## src/rtl/serial_adder_ctrl.sv

```systemverilog
// Bit-serial adder: captures two WIDTH-bit operands and a carry-in on start, adds
// them LSB-first one bit per clock through a registered carry, then pulses done.
module serial_adder_ctrl #(
  parameter int WIDTH = 8,
  parameter int CNT_W = $clog2(WIDTH + 1)
) (
  input  logic             clk,
  input  logic             rst_n,
  input  logic             start,
  input  logic [WIDTH-1:0] a_in,
  input  logic [WIDTH-1:0] b_in,
  input  logic             cin,
  output logic             busy,
  output logic             done,
  output logic [WIDTH-1:0] sum_out,
  output logic             cout
);

  typedef enum logic [1:0] {
    IDLE,
    SHIFT,
    DONE
  } state_t;

  state_t           state;
  state_t           state_nxt;
  logic [WIDTH-1:0] a_sh;
  logic [WIDTH-1:0] b_sh;
  logic [WIDTH-1:0] s_sh;
  logic [WIDTH-1:0] s_sh_nxt;
  logic             carry;
  logic [CNT_W-1:0] cnt;
  logic [WIDTH-1:0] sum_q;
  logic             cout_q;

  // Half-adder cell: {carry, sum}.
  function automatic logic [1:0] half_add(input logic x, input logic y);
    return {x & y, x ^ y};
  endfunction

  // Full-adder step built from two half-adder cells with an OR on the carries.
  logic [1:0] ha_ab;
  logic [1:0] ha_abc;
  logic       bit_sum;
  logic       bit_carry;

  always_comb begin
    ha_ab     = half_add(a_sh[0], b_sh[0]);
    ha_abc    = half_add(ha_ab[0], carry);
    bit_sum   = ha_abc[0];
    bit_carry = ha_ab[1] | ha_abc[1];
  end

  // The sum bit enters at the MSB so that after WIDTH shifts bit 0 holds the LSB.
  generate
    if (WIDTH == 1) begin : g_sum_w1
      assign s_sh_nxt = bit_sum;
    end else begin : g_sum_wn
      assign s_sh_nxt = {bit_sum, s_sh[WIDTH-1:1]};
    end
  endgenerate

  // The oldest partial-sum bit is always shifted out, never read.
  logic s_lsb_unused;
  assign s_lsb_unused = s_sh[0];

  logic last_bit;
  logic accept;

  assign last_bit = (cnt == CNT_W'(WIDTH - 1));
  assign accept   = start && ((state == IDLE) || (state == DONE));

  // NOTE: every variable written in always_comb gets a default first, so no path
  // can leave it unassigned and infer a latch.
  always_comb begin
    state_nxt = state;
    case (state)
      IDLE:    if (start) state_nxt = SHIFT;
      SHIFT:   if (last_bit) state_nxt = DONE;
      DONE:    state_nxt = start ? SHIFT : IDLE;
      default: state_nxt = IDLE;
    endcase
  end

  // NOTE: sequential state uses non-blocking assignments so every register
  // samples pre-edge values, independent of statement order.
  always_ff @(posedge clk or negedge rst_n) begin
    if (!rst_n) begin
      state <= IDLE;
    end else begin
      state <= state_nxt;
    end
  end

  always_ff @(posedge clk or negedge rst_n) begin
    if (!rst_n) begin
      a_sh   <= '0;
      b_sh   <= '0;
      s_sh   <= '0;
      carry  <= 1'b0;
      cnt    <= '0;
      sum_q  <= '0;
      cout_q <= 1'b0;
    end else if (accept) begin
      a_sh  <= a_in;
      b_sh  <= b_in;
      s_sh  <= '0;
      carry <= cin;
      cnt   <= '0;
    end else if (state == SHIFT) begin
      a_sh  <= a_sh >> 1;
      b_sh  <= b_sh >> 1;
      s_sh  <= s_sh_nxt;
      carry <= bit_carry;
      cnt   <= cnt + 1'b1;
      // Result registers only move on the completion edge and hold otherwise.
      if (last_bit) begin
        sum_q  <= s_sh_nxt;
        cout_q <= bit_carry;
      end
    end
  end

  assign busy    = (state == SHIFT);
  assign done    = (state == DONE);
  assign sum_out = sum_q;
  assign cout    = cout_q;

endmodule

```

## config.mk

```make
export PLATFORM = sky130hd
export DESIGN_NAME = serial_adder_ctrl
export DESIGN_NICKNAME = d
export VERILOG_FILES = /design/src/rtl/serial_adder_ctrl.sv
export SDC_FILE = /design/constraint.sdc
export NUM_CORES = 1
export LEC_CHECK = 0
export ABC_AREA = 0
export CELL_PAD_IN_SITES_DETAIL_PLACEMENT = 0
export CELL_PAD_IN_SITES_GLOBAL_PLACEMENT = 2
export CORE_MARGIN = 2
export CORE_UTILIZATION = 29
export DETAILED_ROUTE_END_ITERATION = 10
export PLACE_DENSITY = 0.73
export SYNTH_ARGS = -nofsm -noshare
export SYNTH_HDL_FRONTEND = slang
export SYNTH_SLANG_ARGS = --single-unit
```

## constraint.sdc

```tcl
create_clock -name clk -period 1.4 [get_ports clk]
set_input_delay 0.35 -clock clk [delete_from_list [all_inputs] [get_ports clk]]
set_output_delay 0.35 -clock clk [all_outputs]
set_load 0.1 [all_outputs]
```

==> results.yml <==
finish:
  layout_commonest_cell: "sky130_fd_sc_hd__dfrtp_1"
  num-fill-cells: 522
  syn_to_final_growth_pct: 53.6
  final_layout_size_suffix_gt1_frac: 0.298
  highest_count_cells_in_the_layout_ignoring_fill_and_taps: "sky130_fd_sc_hd__dfrtp_1, sky130_fd_sc_hd__nand2_1, sky130_fd_sc_hd__clkdlybuf4s50_1"
  fin_util: 0.454
  n_antenna_cell: 0
  layout.nets: 209
pwr:
  ir_drop_mv: 1.48
  power_leakage_nw: 1.11
  power_w: 0.00655
  power_density_mw_per_mm2: 2650
floorplanning:
  start_util: 0.296
  floorplan.die.width_um: 78.5
  floorplan.die_area_sq_mm: 0.00616
  core.rowCount: 27
  pin_count: 31
  die_h_um: 78.5
  fp.coreArea_sq_mm: 0.00544
sta:
  setup_repair_after_global_routing_missed_its_margin: "yes"
  setup_viol_count_final: 2
  finalClockSkew_ns: 0.00972
  timing.final.crit_period_ns: 1.53
  final_number_of_max_transition_violations: 0
  timing.final.crit_share: 1.10
  final.setup.tns_ns: -0.199
  whs_ns: 0.507
  hold_viol_final: 0
  worstMarginPinSlew_ns: 0.405
  relSlewSlack: 0.730
  final.setup.worst_slack_ns: -0.134
  fmax_mhz: 652
route:
  antenna_left: 0
  drt_pre_antenna_iters: 4
  routed_wirelength_um: 3680
  num_vias: 1225
  routedWlPerCell_um: 14.2
  routed_via_count_divided_by_cell_count: 4.71
  initialDrtViolationCount: 43
  post-route-drc-count: 0
place:
  place.gp.congestion: 0.711
  port-buffer-count: 30
  post-dp-hpwl_um: 2530
worst_setup_path:
  path_cells: "buf_6 -> and2b_2 -> buf_12"
  worst_path_max_delay_cell: "sky130_fd_sc_hd__dfrtp_1"
  nature_of_the_critical_path_endpoint: "output port"
  timing.critical_path.required_ns: 1.05
  r2r_slack_ns: 0.02
  critical-path-top-delay-family: "flip-flops"
  worst_path_max_fanout: 2
  crit_type: "flip-flop to output port"
  critical_path.max_stage_delay_ns: 0.39
  critical_path_buf_inv_count: 2
  cp.arrival_ns: 1.18
  critical_path.startpoint_type: "flip-flop"
clocking:
  clk-insertion-delay-late_ns: 0.29
  cts_inserted_buffers: 5
  clock-root-buffer: "sky130_fd_sc_hd__clkbuf_8"
  cts_buffer_depth: 2
  cts_htree_levels: 2
  path_clk_slew_ns: 0.08
  clock_sink_count: 39
  tritoncts_clock_tree: "yes"
global_routing:
  antenna_found_initial: 0
  track_usage: 0.135
  wire_length_of_the_first_global_routing_pass_um: 6480
  grt_max_degree: 25
  grt_overflow_total: 0
  vias_in_the_first_global_route: 1341
synthesis:
  synthAdderAreaFrac: 0.0202
  synthesis.nets: 162
  compound_gate_portion_of_the_synthesized_area: 0.123
  synth_top_family_by_area: "simple AND/OR/NAND/NOR gates"
  synthXorXnorAreaFrac: 0.00544
  mappedNetlistArea_sq_mm: 0.00161
  postSynthCellCount: 140
  synth.mux.area_fraction: 0.0692
  area_fraction_in_and_or_nand_and_nor_cells_after_synthesis: 0.148
  synth.lib_cells_used.distinct: 26
  postSynthRegisterBits: 39
  post_synth.cell_area_avg_sq_um: 11.5
  part_of_the_yosys_area_used_for_sequential_elements: 0.607
  synth.yosys.warnings: 0
min_path:
  worstHoldPathType: "flip-flop to flip-flop"
job:
  cap_viol_max_count: 0
status:
  outcome: "finished, violations left"
  violations: "setup timing"
==> timing repair <==
action,in CTS,in global routing
hold endpoints to repair,15,0
pin swaps,1,1
setup buffers,3,1
resized for setup,16,7
hold buffers,1,0
endpoints found under the setup margin,11,14
==> tightest hold or removal path, cell delays in order, from the launching register on <==
cell	delay, ns
sky130_fd_sc_hd__dfrtp_1	0.35
sky130_fd_sc_hd__nand3_1	0.06
sky130_fd_sc_hd__nand2_1	0.07
==> final cells by class <==
| cell class | count | area (sq um) | area share |
|---|---|---|---|
| flip-flops and latches | 39 | 976 | 0.395 |
| clock inverters | 3 | 67.6 | 0.0273 |
| inverters | 1 | 6.26 | 0.00253 |
| repair buffers | 48 | 592 | 0.239 |
| clock buffers | 5 | 68.8 | 0.0278 |
| multi-input cells | 92 | 671 | 0.271 |
| well taps | 72 | 90.1 | 0.0365 |
==> worst paths after layout <==
| check | startpoint | to | cells past startpoint |
|---|---|---|---|
| max | state[0] | done | 3 |
| min | a_sh[2] | a_sh[2] | 2 |
| max reg2reg | state[1] | sum_out[7] | 4 |
| min reg2reg | a_sh[2] | a_sh[2] | 2 |
| max in group asynchronous | rst_n | s_sh[7] | 3 |
| min in group asynchronous | rst_n | cnt[2] | 2 |
==> per-layer routing <==
| metal | routed length [um] | GRT usage | part of all wire | vias up |
|---|---|---|---|---|
| met5 | 0 | 0 | 0 | - |
| met4 | 41 | 0.0368 | 0.011 | 0 |
| met3 | 165 | 0.0414 | 0.045 | 7 |
| met2 | 1750 | 0.211 | 0.48 | 25 |
| met1 | 1720 | 0.181 | 0.47 | 614 |
| li1 | - | - | - | 579 |
==> cell families after synthesis <==
group,after synthesis
XOR/XNOR,1
AO/OA/AOI/OAI,27
AND/OR/NAND/NOR,52
multiplexers,10
flip-flops,39
buffers and inverters,9
adder cells (fa/ha/maj),2
==> synth_stat cells <==
cell type	n	area, sq um
sky130_fd_sc_hd__dfrtp_1	39	976
sky130_fd_sc_hd__nand2_1	26	97.6
sky130_fd_sc_hd__nor2_1	11	41.3
sky130_fd_sc_hd__a22o_1	10	87.6
sky130_fd_sc_hd__a31oi_1	9	56.3
sky130_fd_sc_hd__mux2_2	9	101
sky130_fd_sc_hd__nand3_1	6	30.0
sky130_fd_sc_hd__a22oi_1	5	37.5
sky130_fd_sc_hd__buf_2	3	15.0
sky130_fd_sc_hd__clkbuf_1	3	11.3
sky130_fd_sc_hd__and2b_1	2	15.0
sky130_fd_sc_hd__nand2b_1	2	12.5
sky130_fd_sc_hd__o21ai_0	2	10.0
sky130_fd_sc_hd__buf_1	1	3.75
sky130_fd_sc_hd__buf_6	1	11.3
sky130_fd_sc_hd__fa_1	1	20.0
sky130_fd_sc_hd__ha_1	1	12.5
sky130_fd_sc_hd__inv_2	1	3.75
sky130_fd_sc_hd__mux2i_1	1	10.0
sky130_fd_sc_hd__nand3b_1	1	7.51
sky130_fd_sc_hd__nand4_1	1	6.26
sky130_fd_sc_hd__nor2_2	1	6.26
sky130_fd_sc_hd__nor3_1	1	5.00
sky130_fd_sc_hd__nor3_4	1	16.3
sky130_fd_sc_hd__o22ai_1	1	6.26
sky130_fd_sc_hd__xor2_1	1	8.76
==> state kept, by name (all words and copies together), names as in the netlist <==
register and count:
s_sh 7, a_sh 8, cnt 4, carry 1
b_sh 8, state 2, sum_out 8, cout 1
==> metrics by stage <==
step,setup WS (ns),instances,area [sq um]
6_report,-0.134,260,2470
5_1_grt,-0.178,260,2470
4_1_cts,-0.144,259,2430
3_5_place_dp,-0.214,247,2200
3_3_place_gp,-0.142,247,2200
2_1_floorplan,-0.0501,140,1610
==> power by group <==
part           switching (W)  total [W]  leakage [nW]  internal, W
registers           0.000406    0.00204         0.490      0.00163
logic                0.00187    0.00338         0.555      0.00152
clock network       0.000417    0.00113        0.0644     0.000711
(Power assumes the default switching activity.)
